File: src/rtl/nes_bus_req_pkg.sv
// Shared types and constants for the NES bus-request arbiter: FSM states,
// Avalon register offsets, source encoding and REQ register layout.
package nes_bus_req_pkg;

    typedef enum logic [1:0] {
        IDLE = 2'd0,
        WAIT = 2'd1,
        RESP = 2'd2
    } state_t;

    localparam logic [1:0] OFS_REQ  = 2'd0;
    localparam logic [1:0] OFS_DATA = 2'd1;
    localparam logic [1:0] OFS_CTRL = 2'd2;
    localparam logic [1:0] OFS_STAT = 2'd3;

    localparam logic SRC_CPU = 1'b0;
    localparam logic SRC_PPU = 1'b1;

    localparam int REQ_VALID_BIT = 31;
    localparam int REQ_RNW_BIT   = 17;
    localparam int REQ_SRC_BIT   = 16;
    localparam int REQ_ADDR_MSB  = 15;

    // REQ reads as all zeros whenever no transaction is pending.
    function automatic logic [31:0] pack_req(input logic valid, input logic rnw,
                                             input logic src, input logic [15:0] addr);
        logic [31:0] word;
        word = '0;
        if (valid) begin
            word[REQ_VALID_BIT]         = 1'b1;
            word[REQ_RNW_BIT]           = rnw;
            word[REQ_SRC_BIT]           = src;
            word[REQ_ADDR_MSB:0]        = addr;
        end
        return word;
    endfunction

endpackage

File: src/rtl/nes_rr_arb2.sv
// Two-input round-robin grant; the last-granted source loses priority.
// The last-grant register only moves when the caller accepts a grant.
module nes_rr_arb2
    import nes_bus_req_pkg::*;
(
    input  logic       clk,
    input  logic       reset_n,
    input  logic [1:0] req,
    input  logic       accept,
    output logic [1:0] grant,
    output logic       grant_src
);

    // One-hot last grant; all-zero after reset so the CPU is favoured.
    logic [1:0] last_reg;
    logic       ppu_first;

    assign ppu_first = last_reg[SRC_CPU];

    always_comb begin
        grant_src = ppu_first ? req[SRC_PPU] : ~req[SRC_CPU];
        grant     = 2'b00;
        if (|req) begin
            grant = grant_src ? 2'b10 : 2'b01;
        end
    end

    always_ff @(posedge clk or negedge reset_n) begin
        if (!reset_n) begin
            last_reg <= 2'b00;
        end else if (accept && (|req)) begin
            last_reg <= grant;
        end
    end

endmodule

File: src/rtl/nes_bus_req_arbiter.sv
// Latches one CPU/PPU bus request at a time, exposes it to the NIOS II over
// an Avalon-MM slave, and completes it on a software response or a timeout.
module nes_bus_req_arbiter
    import nes_bus_req_pkg::*;
#(
    parameter int         TIMEOUT_CYCLES = 4096,
    parameter logic [7:0] TIMEOUT_DATA   = 8'hFF
) (
    input  logic        clk,
    input  logic        reset_n,
    input  logic [1:0]  address,
    input  logic        chipselect,
    input  logic        write_n,
    input  logic [31:0] writedata,
    output logic [31:0] readdata,
    output logic        irq,
    input  logic        cpu_req,
    input  logic        cpu_rnw,
    input  logic [15:0] cpu_addr,
    input  logic [7:0]  cpu_wdata,
    output logic        cpu_ack,
    output logic [7:0]  cpu_rdata,
    input  logic        ppu_req,
    input  logic [13:0] ppu_addr,
    output logic        ppu_ack,
    output logic [7:0]  ppu_rdata
);

    localparam logic [15:0] CNT_LAST = 16'(TIMEOUT_CYCLES - 1);

    state_t      state_reg;
    state_t      state_next;
    logic        src_reg;
    logic        rnw_reg;
    logic [15:0] addr_reg;
    logic [7:0]  wdata_reg;
    logic [15:0] cnt_reg;
    logic        irq_en_reg;
    logic        timeout_reg;
    logic [7:0]  cpu_rdata_reg;
    logic [7:0]  ppu_rdata_reg;
    logic [31:0] readdata_reg;
    logic [31:0] readdata_next;

    logic        wr_en;
    logic        rd_en;
    logic        resp_wr;
    logic        expire;
    logic        valid;
    logic        accept;
    logic [1:0]  grant;
    logic        grant_src;
    logic        unused_wdata;

    assign wr_en        = chipselect & ~write_n;
    assign rd_en        = chipselect & write_n;
    assign valid        = (state_reg == WAIT);
    assign resp_wr      = valid && wr_en && (address == OFS_DATA);
    assign expire       = valid && (cnt_reg == CNT_LAST);
    assign accept       = (state_reg == IDLE) && (cpu_req || ppu_req);
    assign unused_wdata = ^writedata[31:8];

    nes_rr_arb2 u_arb (
        .clk       (clk),
        .reset_n   (reset_n),
        .req       ({ppu_req, cpu_req}),
        .accept    (accept),
        .grant     (grant),
        .grant_src (grant_src)
    );

    always_comb begin
        state_next = state_reg;
        case (state_reg)
            IDLE:    if (accept) state_next = WAIT;
            WAIT:    if (resp_wr || expire) state_next = RESP;
            RESP:    state_next = IDLE;
            default: state_next = IDLE;
        endcase
    end

    always_ff @(posedge clk or negedge reset_n) begin
        if (!reset_n) begin
            state_reg     <= IDLE;
            src_reg       <= SRC_CPU;
            rnw_reg       <= 1'b0;
            addr_reg      <= '0;
            wdata_reg     <= '0;
            cnt_reg       <= '0;
            cpu_rdata_reg <= '0;
            ppu_rdata_reg <= '0;
        end else begin
            state_reg <= state_next;
            if (state_reg == IDLE && accept) begin
                src_reg   <= grant_src;
                rnw_reg   <= grant_src ? 1'b1 : cpu_rnw;
                addr_reg  <= grant_src ? {2'b00, ppu_addr} : cpu_addr;
                wdata_reg <= grant_src ? 8'h00 : cpu_wdata;
                cnt_reg   <= '0;
            end else if (valid) begin
                // Software response takes precedence over a simultaneous expiry.
                if (resp_wr || expire) begin
                    if (src_reg == SRC_PPU) begin
                        ppu_rdata_reg <= resp_wr ? writedata[7:0] : TIMEOUT_DATA;
                    end else begin
                        cpu_rdata_reg <= resp_wr ? writedata[7:0] : TIMEOUT_DATA;
                    end
                end else begin
                    cnt_reg <= cnt_reg + 16'd1;
                end
            end
        end
    end

    always_ff @(posedge clk or negedge reset_n) begin
        if (!reset_n) begin
            irq_en_reg  <= 1'b0;
            timeout_reg <= 1'b0;
        end else begin
            if (wr_en && address == OFS_CTRL) begin
                irq_en_reg <= writedata[0];
            end
            // A timeout in the same cycle as a clear leaves the flag set.
            if (expire && !resp_wr) begin
                timeout_reg <= 1'b1;
            end else if (wr_en && address == OFS_STAT && writedata[0]) begin
                timeout_reg <= 1'b0;
            end
        end
    end

    always_comb begin
        readdata_next = '0;
        if (rd_en) begin
            case (address)
                OFS_REQ:  readdata_next = pack_req(valid, rnw_reg, src_reg, addr_reg);
                OFS_DATA: readdata_next = {24'h0, wdata_reg};
                OFS_CTRL: readdata_next = {31'h0, irq_en_reg};
                OFS_STAT: readdata_next = {31'h0, timeout_reg};
                default:  readdata_next = '0;
            endcase
        end
    end

    always_ff @(posedge clk or negedge reset_n) begin
        if (!reset_n) begin
            readdata_reg <= '0;
        end else begin
            readdata_reg <= readdata_next;
        end
    end

    assign readdata  = readdata_reg;
    assign irq       = valid & irq_en_reg;
    assign cpu_ack   = (state_reg == RESP) && (src_reg == SRC_CPU);
    assign ppu_ack   = (state_reg == RESP) && (src_reg == SRC_PPU);
    assign cpu_rdata = cpu_rdata_reg;
    assign ppu_rdata = ppu_rdata_reg;

endmodule
File: config.mk
export PLATFORM = sky130hd
export DESIGN_NAME = nes_bus_req_arbiter
export DESIGN_NICKNAME = d
export VERILOG_FILES = /design/src/rtl/nes_bus_req_pkg.sv /design/src/rtl/nes_rr_arb2.sv /design/src/rtl/nes_bus_req_arbiter.sv
export SDC_FILE = /design/constraint.sdc
export NUM_CORES = 1
export LEC_CHECK = 0
export BUFFER_PORTS_ARGS = -buffer_cell sky130_fd_sc_hd__buf_4
export CAP_MARGIN = 20
export CELL_PAD_IN_SITES_DETAIL_PLACEMENT = 1
export CELL_PAD_IN_SITES_GLOBAL_PLACEMENT = 2
export CORE_ASPECT_RATIO = 0.9
export CORE_MARGIN = 4
export CORE_UTILIZATION = 33
export DETAILED_ROUTE_END_ITERATION = 10
export PLACE_DENSITY = 0.89
export SLEW_MARGIN = 10
export SYNTH_ARGS = -nofsm -noshare
export SYNTH_HDL_FRONTEND = slang
export SYNTH_SLANG_ARGS = --single-unit
export TNS_END_PERCENT = 50
File: constraint.sdc
create_clock -name clk -period 4.93 [get_ports clk]
set_input_delay 1.2325 -clock clk [delete_from_list [all_inputs] [get_ports clk]]
set_output_delay 1.2325 -clock clk [all_outputs]
set_load 0.01 [all_outputs]
==> impl_results.md <==
- Yosys reg bits: between 80 and 90
- Slowest Stage Delay on Critical Path: between 0.4 and 0.5 ns
- R2R setup slack: 2.72 ns
- Worst hold stages: 2
- Final Hold Vio Count: 0
- R2R cell count: 6
- Rel. slew slack: 0.6588
- Clock sink count: slightly above 80
- Clk buf depth: 2
- Status: complete, no violations
- TritonCTS Buffers: 9
- Postcts setup bufs: 0
- Clock root cell: clkbuf_16
- Largest net degree at the start of global routing: between 80 and 90
- Hold Path Class: reg -> reg
- Buffers on Ports: 92
- Comb power frac: 0.296
- Power per Cell Area: around 500 mW/mm^2
- RR Endpoint: cnt_reg[6]
- DP Worst Slack: 1.998 ns
- Antenna viol nets, final: 0
- # IOs: 130
- R2R Path Start: cnt_reg[0]
- Cell count after synthesis: ~320
- Antenna Cells: 0
- Critical Path RT: roughly 5.2 ns
- Crit. Startpoint: cpu_req
- Hold-fix buffers, CTS: 0
- Gr usage total: 0.1476
- Std-Cell Core Area: approximately 0.010 mm^2
- Core Rows: 35
- Die height: ~110 um
- Placed Instances: roughly 530
- Fin util: 0.4511
- Seq pwr share: 0.438
- Critical path's most frequent cell: buf_4
- Largest register FFs: 19
- WS Path Type: in -> reg
- H-tree level count: 3
- Max Clk Rate: approximately 390 MHz
- DR iter-0 viols: 114
- Hold_sp: addr_reg[8]
- Critical path's top delay family: buffers and inverters
- CP max FO: 13
- Post-DP HPWL: ~6600 um
- Peak supply drop: about 0.00014 V
- Initial Util: 0.3449
- Pleak: approximately 2.3 nW
- Post-synth EDFFs: 0
- Initial antenna violation count: 0
- Worst setup margin: 2.375 ns
- Synth warn: 0
- TritonCTS clock tree: built
- Wire per inst: around 17 um
- DRT Wirelength: roughly 9300 um
- CP Cell Sequence: buf_4, inv_1, mux2i_2, buf_4, and2_1, a22o_1
- Clock latency on the worst-skew pair: 0.33 ns
- Ratio of cells with drive above 1 in the final layout: 0.3014
- Final setup vio count: 0
- Switching share of power: 0.3345
- Distinct cells, synth: 52
- Net count, final: 493
- Clock share of power: 0.266
- Most frequent cells in the layout: buf_4, dfrtp_1, nand2_1
- Crit path DAT: roughly 2.8 ns
- RSZ-0062 raised after global routing: false
- Net Sw Power: just under 0.8 mW
- Vias: ~2.8k
- Top_reg_cell synth: dfrtp_1
- Total global routing overflow: 0
- Post-CTS Resized: 0
- Slew Viols, Final: 0
- Min Tclk post-route: 2.555 ns
- Buf+Inv Stages, Crit Path: 3
- Layout Skew: 0.01004 ns
- Fin cells: about 550
- Worst Hold Endpoint: addr_reg[8]
- First-pass GRT wire length: 15,190 um
- Via count of the first global-routing pass: around 3.0k
- Clk slew on worst S/H paths: approximately 0.07 ns
- Seq/Total Area, Yosys: 0.5708
- Die footprint: between 0.01 and 0.015 mm^2
- Avg Cell Area, Syn: approximately 11 um^2
- Gp weighted congestion: around 0.83
- Fillers: between 1k and 1.5k
- Worst path slowest cell: and2_1
- Post-route DRC: 0
- Period utilisation layout: 0.5184
- Post-synth ARST share: 1.000
- Layout area overhead: 30.80%
- Pre-antenna DRT Iters: 4
- Int Power: between 1.5 and 2 mW
- Fin Setup TNS: 0 ns
- Number of max-cap violations: 0
- Post-DR vias/cell: 5.124
- CP startpoint kind: input pin
- Worst-margin pin slew: 0.5117 ns
- Die width: between 100 and 150 um
- Most common cell after layout, fill and taps aside: buf_4
- Area of the mapped netlist: 0.003595 mm^2
- Endpoint class of the critical path: flop
[metrics by stage]
step | hold WS, ns | instance area (um^2) | power [mW]
finish | 0.4710 | 4702 | 2.349
global route | 0.5103 | 4702 | 2.513
CTS | 0.4784 | 4663 | 2.375
detailed placement | 0.4626 | 4385 | 1.739
global placement | 0.4538 | 4380 | 1.696
floorplan | 0.4418 | 3640 | 1.430
[worst reg2reg max path, delay by kind of cell, from the launching register on]
| family | cells | cell delay, ns |
|---|---|---|
| AOI/OAI and AO/OA | 1 | 0.33 |
| adders and majority gates | 1 | 0.23 |
| DFF | 1 | 0.41 |
| muxes | 1 | 0.17 |
| and+or+nand+nor | 3 | 1.01 |
[synthesized netlist by cell type (all sizes together) (2+ instances only)]
cell / count / area share
a21oi: 7 / 0.011
a22o: 17 / 0.041
a31oi: 2 / 0.0035
and2: 12 / 0.021
buf: 17 / 0.033
clkbuf: 8 / 0.0084
dfrtp: 82 / 0.57
inv: 7 / 0.0073
mux2: 3 / 0.0094
mux2i: 18 / 0.050
nand2: 27 / 0.029
nand3: 10 / 0.014
nand4: 5 / 0.0087
nor2: 19 / 0.022
nor2b: 2 / 0.0035
nor3: 4 / 0.0070
nor3b: 3 / 0.0063
nor4: 4 / 0.010
o211ai: 2 / 0.0042
o21ai: 25 / 0.038
o22a: 16 / 0.039
or3: 6 / 0.010
xor2: 3 / 0.0073
[area by class of cell]
cell class / count / area (um^2) / area share
clock buffers: 10 / 229.0 / 0.04870
flip-flops and latches: 82 / 2052 / 0.4364
repair buffers: 97 / 749.5 / 0.1594
multi-input cells: 216 / 1435 / 0.3052
well taps: 129 / 161.4 / 0.03433
inverters: 7 / 26.28 / 0.005588
clock inverters: 6 / 48.80 / 0.01038
[metal layers]
layer,part of all wire,up-vias,global-route usage,routed length (um)
li1,-,1312,-,-
met1,0.46,1407,0.1923,4286
met2,0.49,75,0.2495,4593
met3,0.043,9,0.04219,403
met4,0.0056,0,0.02510,52
met5,0,-,0,0
[power by group through the flow]
stage / Combinational, mW / Clock (mW) / Sequential (mW)
detailed placement: 0.697 / 0 / 1.04
floorplan: 0.390 / 0 / 1.04
global route: 0.772 / 0.678 / 1.06
global placement: 0.673 / 0 / 1.02
CTS: 0.703 / 0.643 / 1.03
finish: 0.695 / 0.625 / 1.03
[cell families (layout without fill, tap and decap cells)]
group           Yosys count  count (layout)  synth area share
mux                      21              21           0.05952
fa+ha+maj                 1               1          0.003480
compound gates           78              78            0.1577
other cells               1              13          0.001043
simple gates            100             100            0.1511
flops                    82              82            0.5708
xor+xnor                  3               3          0.007311
buf+inv                  32             120           0.04908
[worst max-delay path by stage]
stage | cells after the start | end | slack, ns
floorplan | 6 | cnt_reg[13] | 2.40
global placement | 6 | wdata_reg[2] | 2.08
detailed placement | 6 | addr_reg[15] | 2.00
CTS | 6 | addr_reg[15] | 2.33
global route | 6 | rnw_reg | 2.18
finish | 6 | wdata_reg[5] | 2.37
No activity file was read; power rests on OpenSTA's default activity.
